## src/rtl/mult_pkg.sv

```systemverilog
// Shared types for the multiply issue/complete controller.
// Carries the ALU function encoding used by the multiply path, the request
// payload that travels through the request FIFO, and the controller states.
package mult_pkg;

  localparam int unsigned XLEN       = 64;
  localparam int unsigned MULT_TAG_W = 5;

  // Multiply-related ALU function codes; ALU_ADD (0) is the idle/reset encoding.
  typedef enum logic [4:0] {
    ALU_ADD    = 5'h00,
    ALU_MUL    = 5'h0a,
    ALU_MULH   = 5'h0b,
    ALU_MULHSU = 5'h0c,
    ALU_MULHU  = 5'h0d
  } ALU_FUNC;

  typedef struct packed {
    logic [XLEN-1:0]       mcand;
    logic [XLEN-1:0]       mplier;
    ALU_FUNC               func;
    logic [MULT_TAG_W-1:0] tag;
  } mult_req_t;

  typedef enum logic [1:0] {
    IDLE  = 2'd0,
    BUSY  = 2'd1,
    HOLD  = 2'd2,
    DRAIN = 2'd3
  } mult_state_e;

  localparam mult_req_t MULT_REQ_ZERO = '{
    mcand:  {XLEN{1'b0}},
    mplier: {XLEN{1'b0}},
    func:   ALU_ADD,
    tag:    {MULT_TAG_W{1'b0}}
  };

  // An op whose product is trivially zero regardless of function.
  function automatic logic is_zero_op(input mult_req_t req);
    return (req.mcand == {XLEN{1'b0}}) || (req.mplier == {XLEN{1'b0}});
  endfunction

endpackage

```

## src/rtl/mult_issue_ctrl_fifo.sv

```systemverilog
// Request FIFO for the multiply issue controller (module mult_req_fifo).
// DEPTH must be a power of two >= 2 so the pointers wrap naturally.
// Occupancy is kept in a separate counter; full/empty are registered flags.
module mult_req_fifo
  import mult_pkg::*;
#(
  parameter int unsigned DEPTH = 4
) (
  input  logic      clock,
  input  logic      reset,
  input  logic      clear,
  input  logic      push,
  input  logic      pop,
  input  mult_req_t wdata,
  output mult_req_t rdata,
  output logic      full,
  output logic      empty
);

  localparam int unsigned PTR_W = $clog2(DEPTH);

  mult_req_t        mem_r [DEPTH];
  logic [PTR_W-1:0] wr_ptr_r;
  logic [PTR_W-1:0] rd_ptr_r;
  logic [PTR_W:0]   count_r;
  logic [PTR_W:0]   count_next_s;
  logic             full_r;
  logic             empty_r;
  logic             do_push_s;
  logic             do_pop_s;

  assign full  = full_r;
  assign empty = empty_r;
  assign rdata = mem_r[rd_ptr_r];

  // Qualify push/pop against the flags and work out the next occupancy.
  always_comb begin
    do_push_s    = push && !full_r;
    do_pop_s     = pop && !empty_r;
    count_next_s = count_r;
    if (clear) begin
      count_next_s = {(PTR_W+1){1'b0}};
    end else begin
      case ({do_push_s, do_pop_s})
        2'b10:   count_next_s = count_r + (PTR_W+1)'(1'b1);
        2'b01:   count_next_s = count_r - (PTR_W+1)'(1'b1);
        default: count_next_s = count_r;
      endcase
    end
  end

  // Pointers, occupancy and registered full/empty flags.
  always_ff @(posedge clock) begin
    if (!reset) begin
      wr_ptr_r <= {PTR_W{1'b0}};
      rd_ptr_r <= {PTR_W{1'b0}};
      count_r  <= {(PTR_W+1){1'b0}};
      full_r   <= 1'b0;
      empty_r  <= 1'b1;
    end else begin
      count_r <= count_next_s;
      full_r  <= (count_next_s == (PTR_W+1)'(DEPTH));
      empty_r <= (count_next_s == {(PTR_W+1){1'b0}});
      if (clear) begin
        wr_ptr_r <= {PTR_W{1'b0}};
        rd_ptr_r <= {PTR_W{1'b0}};
      end else begin
        if (do_push_s) wr_ptr_r <= wr_ptr_r + PTR_W'(1'b1);
        if (do_pop_s)  rd_ptr_r <= rd_ptr_r + PTR_W'(1'b1);
      end
    end
  end

  // Payload storage; cleared on reset so the head never reads unknown data.
  always_ff @(posedge clock) begin
    if (!reset) begin
      for (int unsigned i = 0; i < DEPTH; i++) mem_r[i] <= MULT_REQ_ZERO;
    end else if (do_push_s && !clear) begin
      mem_r[wr_ptr_r] <= wdata;
    end
  end

endmodule

```

## src/rtl/mult_issue_ctrl.sv

```systemverilog
// Issue/complete controller around the multi-cycle multiplier.
// Buffers tagged requests, launches one op at a time with a single-cycle
// start pulse, and holds each product with its tag until the CDB takes it.
// Optional build macro: MULT_ZERO_BYPASS_EN -- ops with a zero operand skip
// the multiplier and go straight to HOLD with a zero product.
module mult_issue_ctrl
  import mult_pkg::*;
#(
  parameter int unsigned DEPTH = 4,
  parameter int unsigned TAG_W = MULT_TAG_W
) (
  input  logic             clock,
  input  logic             reset,
  input  logic             flush,
  input  logic             in_valid,
  output logic             in_ready,
  input  logic [XLEN-1:0]  in_mcand,
  input  logic [XLEN-1:0]  in_mplier,
  input  ALU_FUNC          in_func,
  input  logic [TAG_W-1:0] in_tag,
  output logic             mul_start,
  output logic [XLEN-1:0]  mul_mcand,
  output logic [XLEN-1:0]  mul_mplier,
  output ALU_FUNC          mul_func,
  input  logic [XLEN-1:0]  mul_product,
  input  logic             mul_done,
  output logic             out_valid,
  input  logic             out_ready,
  output logic [XLEN-1:0]  out_product,
  output logic [TAG_W-1:0] out_tag,
  output logic             busy
);

  mult_state_e      state_r;
  logic             mul_start_r;
  logic [XLEN-1:0]  mul_mcand_r;
  logic [XLEN-1:0]  mul_mplier_r;
  ALU_FUNC          mul_func_r;
  logic             out_valid_r;
  logic [XLEN-1:0]  out_product_r;
  logic [TAG_W-1:0] out_tag_r;
  logic [TAG_W-1:0] cur_tag_r;

  mult_req_t        wreq_s;
  mult_req_t        head_s;
  logic             fifo_full_s;
  logic             fifo_empty_s;
  logic             push_s;
  logic             launch_s;
  logic             bypass_s;

  assign wreq_s = '{mcand: in_mcand, mplier: in_mplier, func: in_func,
                    tag: MULT_TAG_W'(in_tag)};

  mult_req_fifo #(.DEPTH(DEPTH)) u_fifo (
    .clock (clock),
    .reset (reset),
    .clear (flush),
    .push  (push_s),
    .pop   (launch_s),
    .wdata (wreq_s),
    .rdata (head_s),
    .full  (fifo_full_s),
    .empty (fifo_empty_s)
  );

  // Admission and launch decisions; flush blocks both.
  always_comb begin
    push_s   = in_valid && !fifo_full_s && !flush;
    launch_s = 1'b0;
    case (state_r)
      IDLE:    launch_s = !fifo_empty_s && !flush;
      HOLD:    launch_s = out_ready && !fifo_empty_s && !flush;
      default: launch_s = 1'b0;
    endcase
`ifdef MULT_ZERO_BYPASS_EN
    bypass_s = launch_s && is_zero_op(head_s);
`else
    bypass_s = 1'b0;
`endif
  end

  // Controller FSM with all outward-facing signals registered.
  always_ff @(posedge clock) begin
    if (!reset) begin
      state_r       <= IDLE;
      mul_start_r   <= 1'b0;
      mul_mcand_r   <= {XLEN{1'b0}};
      mul_mplier_r  <= {XLEN{1'b0}};
      mul_func_r    <= ALU_ADD;
      out_valid_r   <= 1'b0;
      out_product_r <= {XLEN{1'b0}};
      out_tag_r     <= {TAG_W{1'b0}};
      cur_tag_r     <= {TAG_W{1'b0}};
    end else begin
      mul_start_r <= 1'b0;
      if (flush) begin
        // A squashed op still in the multiplier must be waited out in DRAIN;
        // a completion arriving now (even while draining) closes it off.
        out_valid_r <= 1'b0;
        case (state_r)
          BUSY:    state_r <= mul_done ? IDLE : DRAIN;
          DRAIN:   state_r <= mul_done ? IDLE : DRAIN;
          default: state_r <= IDLE;
        endcase
      end else if (launch_s) begin
        if (bypass_s) begin
          out_product_r <= {XLEN{1'b0}};
          out_tag_r     <= TAG_W'(head_s.tag);
          out_valid_r   <= 1'b1;
          state_r       <= HOLD;
        end else begin
          mul_start_r   <= 1'b1;
          mul_mcand_r   <= head_s.mcand;
          mul_mplier_r  <= head_s.mplier;
          mul_func_r    <= head_s.func;
          cur_tag_r     <= TAG_W'(head_s.tag);
          out_valid_r   <= 1'b0;
          state_r       <= BUSY;
        end
      end else begin
        case (state_r)
          BUSY: begin
            if (mul_done) begin
              out_product_r <= mul_product;
              out_tag_r     <= cur_tag_r;
              out_valid_r   <= 1'b1;
              state_r       <= HOLD;
            end else begin
              state_r <= BUSY;
            end
          end
          HOLD: begin
            if (out_ready) begin
              out_valid_r <= 1'b0;
              state_r     <= IDLE;
            end else begin
              state_r <= HOLD;
            end
          end
          DRAIN: begin
            if (mul_done) state_r <= IDLE;
            else          state_r <= DRAIN;
          end
          default: state_r <= IDLE;
        endcase
      end
    end
  end

  assign in_ready    = !fifo_full_s;
  assign busy        = (state_r != IDLE) || !fifo_empty_s;
  assign mul_start   = mul_start_r;
  assign mul_mcand   = mul_mcand_r;
  assign mul_mplier  = mul_mplier_r;
  assign mul_func    = mul_func_r;
  assign out_valid   = out_valid_r;
  assign out_product = out_product_r;
  assign out_tag     = out_tag_r;

endmodule

```

## config.mk

```make
export PLATFORM = sky130hd
export DESIGN_NAME = mult_issue_ctrl
export DESIGN_NICKNAME = d
export VERILOG_FILES = /design/src/rtl/mult_pkg.sv /design/src/rtl/mult_issue_ctrl_fifo.sv /design/src/rtl/mult_issue_ctrl.sv
export SDC_FILE = /design/constraint.sdc
export NUM_CORES = 1
export LEC_CHECK = 0
export BUFFER_PORTS_ARGS = -buffer_cell sky130_fd_sc_hd__buf_4
export CORE_MARGIN = 4
export CORE_UTILIZATION = 52
export CTS_CLUSTER_DIAMETER = 60
export CTS_CLUSTER_SIZE = 24
export DETAILED_ROUTE_END_ITERATION = 8
export GPL_TIMING_DRIVEN = 0
export PLACE_DENSITY = 0.75
export SYNTH_ARGS = -nofsm -noshare
export SYNTH_HDL_FRONTEND = slang
export SYNTH_SLANG_ARGS = --single-unit
```

## constraint.sdc

```tcl
create_clock -name clock -period 11.3 [get_ports clock]
set_input_delay 1.13 -clock clock [delete_from_list [all_inputs] [get_ports clock]]
set_output_delay 1.13 -clock clock [all_outputs]
set_load 0.02 [all_outputs]
```

==> results.sh, run 1 <==
export IMPL_dpl_worst_slack_ps=7330
export IMPL_fp_dieH_um=252
export IMPL_ant_nets=0
export IMPL_fin_crit_sh_pct=29.9
export IMPL_start_util_pct=52.5
export IMPL_vias=18975
export IMPL_startpoint_type="primary input"
export IMPL_cp_required_ps=11820
export IMPL_die_x_um=252
export IMPL_met3_length_um=5900
export IMPL_cts_buffers=50
export IMPL_post_dp_hpwl_um=54300
export IMPL_synth_common_cells="edfxtp_1, and2_1, dfxtp_1"
export IMPL_ys_types=48
export IMPL_finalClockSkew_ps=28.8
export IMPL_path_max_fanout=10
export IMPL_power_density_nw_per_um2=147
export IMPL_rr_endpoint="u_fifo.full"
export IMPL_critPathKind="primary input to flip-flop"
export IMPL_synth_top_area_share_pct=53.5
export IMPL_fmax_mhz=296
export IMPL_area_growth_pct=20.0
export IMPL_core_area_um2=59000
export IMPL_yosys_top_cells_area="edfxtp_1, dfxtp_1, mux4_2"
export IMPL_vdd_drop_max_mv=0.107
export IMPL_clk_pin_slew_ps=80
export IMPL_ios=414
export IMPL_cp_end_kind="flip-flop"
export IMPL_drive_gt1_share_pct=30.4
export IMPL_slew_headroom_pct=38.8
export IMPL_synth_most_common_cell="edfxtp_1"
export IMPL_max_cap_viol_count=0
export IMPL_syn_area_um2=31000
export IMPL_post_route_drc_count=0
export IMPL_worst_slew_pin_slew_ps=918
export IMPL_gp_congestion=0.911
export IMPL_post_synth_top_area_cell="edfxtp_1"
export IMPL_cts_tree="built"
export IMPL_r2r_slack_ps=8190
export IMPL_routed_via_density=5.68
export IMPL_syn_nets=2249
export IMPL_nets=2728
export IMPL_r2r_cells=8
export IMPL_cts_hold_buffers=0
export IMPL_cts_post_setup_buffers_inserted=0
export IMPL_grt_pass1_vias=19517
export IMPL_syn_area_per_cell_um2=15.2
export IMPL_drt_iter0_drc=1618
export IMPL_synth_ff_type="edfxtp_1"
export IMPL_top_layer="met5"
export IMPL_clk_path_buf_depth=3
export IMPL_synth_edf_count=552
export IMPL_timing_final_crit_period_ps=3380
export IMPL_synth_sequential_area_ratio_pct=67.7
export IMPL_yosys_warnings=0
export IMPL_rsz0062_at_grt="no"
export IMPL_grt_pass1_wl_um=119000
export IMPL_die_area_um2=63500
export IMPL_row_count=89
export IMPL_maxSlewViolCount=0
export IMPL_dpl_cell_count=3239
export IMPL_post_route_util_pct=63.0
export IMPL_leakagePower_nw=14.6
export IMPL_antenna_found_initial=12
export IMPL_cp_arrival_ps=3910
export IMPL_insertion_delay_ps=620
export IMPL_cts_max_level=2
export IMPL_ys_ff_latch=772
export IMPL_setup_viol=0
export IMPL_grt_usage_pct=24.8
export IMPL_crit_end="u_fifo.full"
export IMPL_crit_start="in_valid"
export IMPL_status="finished clean"
export IMPL_drtPass1Iterations=5
export IMPL_wl_per_cell_um=24.1
export IMPL_synth_async_reset_ratio_pct=0
export IMPL_root_buffer="clkbuf_16"
export IMPL_netlist_instances=2039
export IMPL_wl_um=80700
export IMPL_whs_ps=460
export IMPL_wl_met1_um=31300
export IMPL_cts_sinks=772
export IMPL_route_met2_wl_um=40600
export IMPL_hold_class="flip-flop to flip-flop"
export IMPL_rr_startpoint="u_fifo.full"
export IMPL_grt_overflow=0
export IMPL_numPortBuffers=412
export IMPL_grt_max_degree=56
export IMPL_layout_cells_non_filler=3341
export IMPL_setup_slack_ps=7920
export IMPL_cts_resized=0
export IMPL_fillers=4357
export IMPL_hold_viol_final=0
## cell usage in the layout (no fill, tap or decap), drive strengths merged, types with 22 or more instances in the layout
master    n
and2    414
a22o    138
dfxtp   220
mux4    138
buf     532
nand2   146
and3    140
inv      22
clkbuf  114
a21oi    74
edfxtp  552
## worst min-delay path by stage
stage,from,endpoint,cells past startpoint
CTS,out_product[17],out_product[17],2
finish,out_product[17],out_product[17],2
global route,out_product[17],out_product[17],2
floorplan,cur_tag_r[0],out_tag[0],2
global placement,out_product[44],out_product[44],2
detailed placement,out_product[4],out_product[4],2
## per-layer routing
metal	GRT usage [%]	vias up
li1	-	8546
met1	32.4	9520
met2	42.0	748
met3	4.38	151
met4	9.65	10
met5	0	-
## final cells by class
class | instances | area, um^2 | share of cell area, %
Inverter | 5 | 18.8 | 0.0505
Multi-Input combinational cell | 1099 | 9130 | 24.6
Clock buffer | 56 | 1290 | 3.48
Antenna cell | 9 | 22.5 | 0.0606
Clock inverter | 37 | 437 | 1.17
Timing Repair Buffer | 427 | 3450 | 9.29
Sequential cell | 772 | 21000 | 56.4
Buffer | 163 | 883 | 2.38
Tap cell | 773 | 967 | 2.60
## power by group
part           leakage [nW]  switching (mW)  total (mW)  internal [mW]
registers              7.39          0.0320        3.17           3.14
clock network         0.832            1.04        1.97          0.931
logic                  6.43           0.188       0.337          0.148
total                  14.6            1.26        5.48           4.22
## sequential cells by signal (all words and copies together), names as in the netlist
name             flops
mul_start            1
u_fifo.count_r       3
mul_mplier          64
state_r              2
u_fifo.rd_ptr_r      2
cur_tag_r            5
mul_func             5
u_fifo.empty         1
out_product         64
u_fifo.mem_r       552
u_fifo.full          1
u_fifo.wr_ptr_r      2
mul_mcand           64
out_tag              5
out_valid            1
## critical path, cell delays in order
cell and delay, ps:
buf_4 90, nor2b_1 540, clkbuf_1 470, nand2_1 220
ha_1 270, fa_1 390, xnor2_1 150, or4_1 450
a21oi_1 200
## per-stage QoR
stage               setup TNS [ps]  total power [mW]  instance area, um^2
floorplan                        0              3.40                31000
finish                           0              5.48                37200
global route                     0              5.65                37200
detailed placement               0              3.57                35400
global placement           -446980              3.58                35000
CTS                              0              5.52                37200
## logic make-up after synthesis
family	Yosys count	synth area share, %
adder cells (fa/ha/maj)	2	0.105
AO/OA/AOI/OAI	222	5.35
flip-flops	772	67.7
multiplexers	140	10.1
XOR/XNOR	4	0.113
AND/OR/NAND/NOR	731	13.7
buffers and inverters	168	2.91
Power figures use the tool's default switching activity.
==> run 2, diff against run 1 <==
--- a/config.mk
+++ b/config.mk
@@ -5,9 +5,10 @@
 export SDC_FILE = /design/constraint.sdc
 export NUM_CORES = 1
 export LEC_CHECK = 0
+export ABC_AREA = 1
 export BUFFER_PORTS_ARGS = -buffer_cell sky130_fd_sc_hd__buf_4
 export CORE_MARGIN = 4
-export CORE_UTILIZATION = 52
+export CORE_UTILIZATION = 55
 export CTS_CLUSTER_DIAMETER = 60
 export CTS_CLUSTER_SIZE = 24
 export DETAILED_ROUTE_END_ITERATION = 8
==> constraint.sdc (replaced) <==
create_clock -name clock -period 3.5 [get_ports clock]
set_input_delay 0.35 -clock clock [delete_from_list [all_inputs] [get_ports clock]]
set_output_delay 0.35 -clock clock [all_outputs]
set_load 0.02 [all_outputs]
==> results.sh, run 2 <==
export IMPL_status="finished clean"
export IMPL_largest_register="u_fifo.mem_r"
export IMPL_hold_class="primary input to flip-flop"
export IMPL_seq_area_um2=21000
export IMPL_wl_per_cell_um=16.8
export IMPL_totalNegativeSetupSlack_ps=0
export IMPL_setup_slack_ps=246
export IMPL_dpl_instance_area_um2=39200
export IMPL_dpl_cell_count=5460
export IMPL_synth_top_area_share_pct=47.9
export IMPL_cts_resized=0
export IMPL_start_util_pct=55.9
export IMPL_power_density_nw_per_um2=455
export IMPL_cts_buffers=50
export IMPL_leakagePower_nw=20.7
export IMPL_area_growth_pct=20.4
export IMPL_cp_required_ps=3870
export IMPL_path_buf_inv=6
export IMPL_cts_sinks=772
export IMPL_yosys_top_cells_area="edfxtp_1, nand2_1, dfxtp_1"
export IMPL_gp_congestion=0.860
export IMPL_setup_viol=0
export IMPL_drtPass1Iterations=6
export IMPL_synth_async_reset_ratio_pct=0
export IMPL_grt_pass1_vias=26351
export IMPL_netlist_instances=4192
export IMPL_clk_path_buf_depth=3
export IMPL_vdd_drop_max_mv=0.377
export IMPL_rsz0062_at_grt="no"
export IMPL_maxSlewViolCount=0
export IMPL_die_x_um=259
export IMPL_ys_ff_latch=772
export IMPL_die_area_um2=67000
export IMPL_post_route_util_pct=67.3
export IMPL_synth_edf_count=552
export IMPL_syn_nets=4402
export IMPL_worst_slew_pin_slew_ps=1190
export IMPL_row_count=91
export IMPL_root_buffer="clkbuf_16"
export IMPL_slew_headroom_pct=21.0
export IMPL_finalPower_mw=19.0
export IMPL_critPathTopFamily="buffers and inverters"
export IMPL_critPathKind="primary input to flip-flop"
export IMPL_critical_path_cell_chain="buf_2 > clkbuf_1 > clkbuf_1 > o21ai_4 > buf_12 > buf_16 > buf_16"
export IMPL_wl_um=94400
export IMPL_synth_most_common_cell="nand2_1"
export IMPL_drive_gt1_share_pct=13.7
export IMPL_fin_crit_sh_pct=93.0
export IMPL_largest_reg_flops=552
export IMPL_grt_overflow=0
export IMPL_synth_ff_type="edfxtp_1"
export IMPL_vias=27752
export IMPL_nets=4945
export IMPL_hold_viol_final=0
export IMPL_startpoint_type="primary input"
export IMPL_synth_sequential_area_ratio_pct=60.6
export IMPL_finalClockSkew_ps=22.9
export IMPL_max_cap_viol_count=0
export IMPL_syn_area_um2=34600
export IMPL_numPortBuffers=412
export IMPL_insertion_delay_ps=630
export IMPL_grt_max_degree=72
export IMPL_routed_via_density=4.94
export IMPL_post_dp_hpwl_um=64000
export IMPL_post_route_drc_count=0
export IMPL_r2r_slack_ps=610
export IMPL_synth_common_cells="nand2_1, inv_1, nor2_1"
export IMPL_grt_usage_pct=27.4
export IMPL_grt_pass1_wl_um=143000
export IMPL_clk_pin_slew_ps=80
export IMPL_final_cell_mix="nand2_1, inv_1, nor2_1, edfxtp_1, buf_4"
export IMPL_ant_nets=0
export IMPL_layout_cells_non_filler=5615
export IMPL_layout_commonest_cell="nand2_1"
export IMPL_antenna_found_initial=1
export IMPL_fmax_mhz=307
export IMPL_path_max_fanout=24
export IMPL_core_area_um2=61900
export IMPL_cp_arrival_ps=3630
export IMPL_cts_max_level=2
export IMPL_critPathMaxStageDelay_ps=930
export IMPL_slowest_stage="clkbuf_1"
export IMPL_multi_input_area_um2=9360
export IMPL_fillers=4896
export IMPL_final_area_um2=41700
export IMPL_yosys_warnings=0
export IMPL_ys_types=22
export IMPL_fp_dieH_um=259
export IMPL_dpl_worst_slack_ps=-407
export IMPL_cp_end_kind="flip-flop"
export IMPL_ios=414
export IMPL_timing_final_crit_period_ps=3250
export IMPL_whs_ps=52.8
export IMPL_cts_tree="built"
export IMPL_post_synth_top_area_cell="edfxtp_1"
export IMPL_drt_iter0_drc=3097
export IMPL_syn_area_per_cell_um2=8.25
## run 2: cell types whose count changed after synthesis, sizes merged, moves of 140 or more
| cell | delta |
|---|---|
| and3 | -140 |
| inv | +849 |
| and2 | -414 |
| nand2 | +1122 |
| nand3 | +288 |
| nor2 | +698 |
## run 2: timing repair
item                                   CTS  global route
hold buffers                            60             0
endpoints found under the hold margin   60             0
buffers inserted                         0             0
## run 2: worst min-delay path: cells and delay by family
family                 cells  cell delay [ps]
and+or+nand+nor            1               80
AOI/OAI and AO/OA          1              120
buffers and inverters      1               80
## run 2: per-layer routing
layer | up-vias | GRT usage (%) | wire length, um
li1 | 13630 | - | -
met2 | 1133 | 46.0 | 45500
met3 | 204 | 4.24 | 7900
met4 | 0 | 9.84 | 3650
met5 | - | 0 | 0
met1 | 12785 | 36.3 | 37400
## run 2: cell families after synthesis
kind of cell,after synthesis,share of synthesized area [%]
and+or+nand+nor,2265,25.7
DFF,772,60.6
buffers and inverters,1076,12.4
adders and majority gates,2,0.0940
AOI/OAI and AO/OA,77,1.11
## run 2: area by class of cell
cell class	instances	share of cell area, %
Antenna cell	1	0.00601
Buffer	222	2.65
Clock buffer	58	3.33
Clock inverter	36	1.02
Inverter	854	7.69
Multi-Input combinational cell	2344	22.5
Sequential cell	772	50.4
Tap cell	837	2.51
Timing Repair Buffer	491	9.96
## run 2: where the power goes
group          switching, mW  internal, mW
clock                   3.39          3.23
sequential             0.146          10.2
combinational           1.25         0.736
## run 2: path summary, 6_finish.rpt
kind	from	end	cells past startpoint
max	reset	u_fifo.mem_r[0][74]	7
min	mul_product[26]	out_product[26]	3
max reg2reg	u_fifo.wr_ptr_r[1]	u_fifo.mem_r[2][24]	8
min reg2reg	cur_tag_r[0]	out_tag[0]	2
==> run 3, diff against run 2 <==
--- a/config.mk
+++ b/config.mk
@@ -5,15 +5,15 @@
 export SDC_FILE = /design/constraint.sdc
 export NUM_CORES = 1
 export LEC_CHECK = 0
-export ABC_AREA = 1
-export BUFFER_PORTS_ARGS = -buffer_cell sky130_fd_sc_hd__buf_4
+export ABC_AREA = 0
 export CORE_MARGIN = 4
 export CORE_UTILIZATION = 55
 export CTS_CLUSTER_DIAMETER = 60
 export CTS_CLUSTER_SIZE = 24
 export DETAILED_ROUTE_END_ITERATION = 8
+export DONT_BUFFER_PORTS = 1
 export GPL_TIMING_DRIVEN = 0
-export PLACE_DENSITY = 0.75
+export PLACE_DENSITY = 0.69
 export SYNTH_ARGS = -nofsm -noshare
 export SYNTH_HDL_FRONTEND = slang
 export SYNTH_SLANG_ARGS = --single-unit
==> results.sh, run 3 (same netlist as run 1, synthesis figures left out) <==
export IMPL_status="finished clean"
export IMPL_maxSlewViolCount=0
export IMPL_vdd_drop_max_mv=0.404
export IMPL_grt_overflow=0
export IMPL_wl_per_cell_um=26.1
export IMPL_r2r_slack_ps=570
export IMPL_critical_path_cell_chain="nand4bb_2 > nor3_2 > buf_2 > nand2b_4 > buf_12 > buf_16"
export IMPL_r2r_cells=6
export IMPL_max_cap_viol_count=0
export IMPL_slew_headroom_pct=36.7
export IMPL_timing_final_crit_period_ps=2930
export IMPL_critPathMaxStageDelay_ps=560
export IMPL_rr_endpoint="u_fifo.mem_r[0][60]"
export IMPL_setup_viol=0
export IMPL_grt_pass1_vias=18839
export IMPL_slowest_stage="nand2b_4"
export IMPL_grt_pass1_wl_um=120000
export IMPL_fmax_mhz=342
export IMPL_hp_start="mul_product[11]"
export IMPL_largest_reg_flops=552
export IMPL_nets=2514
export IMPL_fin_crit_sh_pct=83.6
export IMPL_clk_pin_slew_ps=90
export IMPL_post_dp_hpwl_um=51700
export IMPL_cts_buffers=48
export IMPL_post_route_util_pct=64.9
export IMPL_min_path_cells=2
export IMPL_startpoint_type="flip-flop"
export IMPL_ant_nets=0
export IMPL_drt_iter0_drc=1319
export IMPL_worst_slew_pin_slew_ps=949
export IMPL_start_util_pct=55.9
export IMPL_largest_register="u_fifo.mem_r"
export IMPL_insertion_delay_ps=630
export IMPL_root_buffer="clkbuf_16"
export IMPL_gp_congestion=0.837
export IMPL_leakagePower_nw=13.3
export IMPL_drtPass1Iterations=6
export IMPL_numPortBuffers=0
export IMPL_layout_commonest_cell="edfxtp_1"
export IMPL_hold_path_end="out_product[11]"
export IMPL_final_cell_mix="edfxtp_1, and2_1, dfxtp_1, dlygate4sd3_1, nand2_1"
export IMPL_cts_max_level=2
export IMPL_critPathKind="flip-flop to flip-flop"
export IMPL_path_max_fanout=42
export IMPL_hold_viol_final=0
export IMPL_drive_gt1_share_pct=15.2
export IMPL_cts_tree="built"
export IMPL_hold_class="primary input to flip-flop"
export IMPL_cts_hold_buffers=203
export IMPL_grt_usage_pct=26.6
export IMPL_core_area_um2=55400
export IMPL_critPathTopFamily="simple AND/OR/NAND/NOR gates"
export IMPL_die_area_um2=60200
export IMPL_post_route_drc_count=0
export IMPL_fp_dieH_um=245
export IMPL_cp_required_ps=3780
export IMPL_clk_path_buf_depth=3
export IMPL_cts_resized=0
export IMPL_die_x_um=245
export IMPL_cts_sinks=772
export IMPL_finalClockSkew_ps=35.8
export IMPL_finalPower_mw=17.5
export IMPL_wl_um=80800
export IMPL_cp_arrival_ps=3210
export IMPL_vias=18149
export IMPL_rsz0062_at_grt="no"
export IMPL_rr_startpoint="u_fifo.full"
export IMPL_cp_end_kind="flip-flop"
export IMPL_grt_max_degree=73
export IMPL_antenna_found_initial=7
export IMPL_dpl_worst_slack_ps=516
export IMPL_ios=414
export IMPL_fillers=3894
export IMPL_area_growth_pct=16.0
export IMPL_path_buf_inv=3
export IMPL_row_count=86
export IMPL_cts_post_setup_buffers_inserted=0
export IMPL_setup_slack_ps=573
export IMPL_routed_via_density=5.86
export IMPL_power_density_nw_per_um2=488
run 3: cell count changes in the layout (fill, tap and decap cells not counted), moves of 7 or more:
cell and delta:
inv_1 -847, nand2_1 -1122, buf_4 -420, a22o_1 +138
dlygate4sd3_1 +144, and3_1 +140, clkbuf_1 -41, nor2_1 -698
nand3_1 -287, buf_16 -7, mux4_2 +138, and2_1 +414
buf_2 -14
run 3: report_power, final:
group | internal, mW | switching [mW] | total [mW]
Clock | 2.97 | 3.28 | 6.25
Sequential | 10.1 | 0.142 | 10.3
Combinational | 0.441 | 0.568 | 1.01
Total | 13.5 | 3.99 | 17.5
run 3: area by class of cell:
type	instances	area (um^2)	area share, %
Sequential cell	772	21000	58.4
Multi-Input combinational cell	1099	9150	25.5
Timing Repair Buffer	215	2280	6.36
Clock buffer	57	1310	3.64
Tap cell	748	936	2.60
Buffer	163	893	2.48
Clock inverter	33	363	1.01
Inverter	5	18.8	0.0522
Antenna cell	5	12.5	0.0348
run 3: metrics by stage:
step / cell area, um^2 / hold WS (ps) / setup TNS, ps / instances
4_1_cts: 35900 / 2.15 / 0 / 3091
3_3_place_gp: 31900 / 451 / -785770 / 2787
2_1_floorplan: 31000 / 432 / 0 / 2039
5_1_grt: 35900 / 69.6 / 0 / 3095
6_report: 36000 / 74.6 / 0 / 3097
3_5_place_dp: 32200 / 457 / 0 / 2798
run 3: routing by layer:
layer	track usage, %	vias to the layer above	part of all wire [%]
met4	9.56	8	3.8
met3	6.32	149	8.0
met1	33.5	9182	38
li1	-	8102	-
met5	0	-	0.059
met2	45.4	708	50
run 3: worst max-delay path by stage:
stage	cells past startpoint	slack, ps	start	endpoint
after floorplan	4	20	in_valid	u_fifo.mem_r[2][0]
after global placement	4	-2130	in_valid	u_fifo.mem_r[2][62]
after detailed placement	7	520	reset	u_fifo.mem_r[0][67]
after CTS	6	550	u_fifo.full	u_fifo.mem_r[0][64]
after global routing	6	490	u_fifo.full	u_fifo.mem_r[0][60]
final	6	570	u_fifo.full	u_fifo.mem_r[0][60]
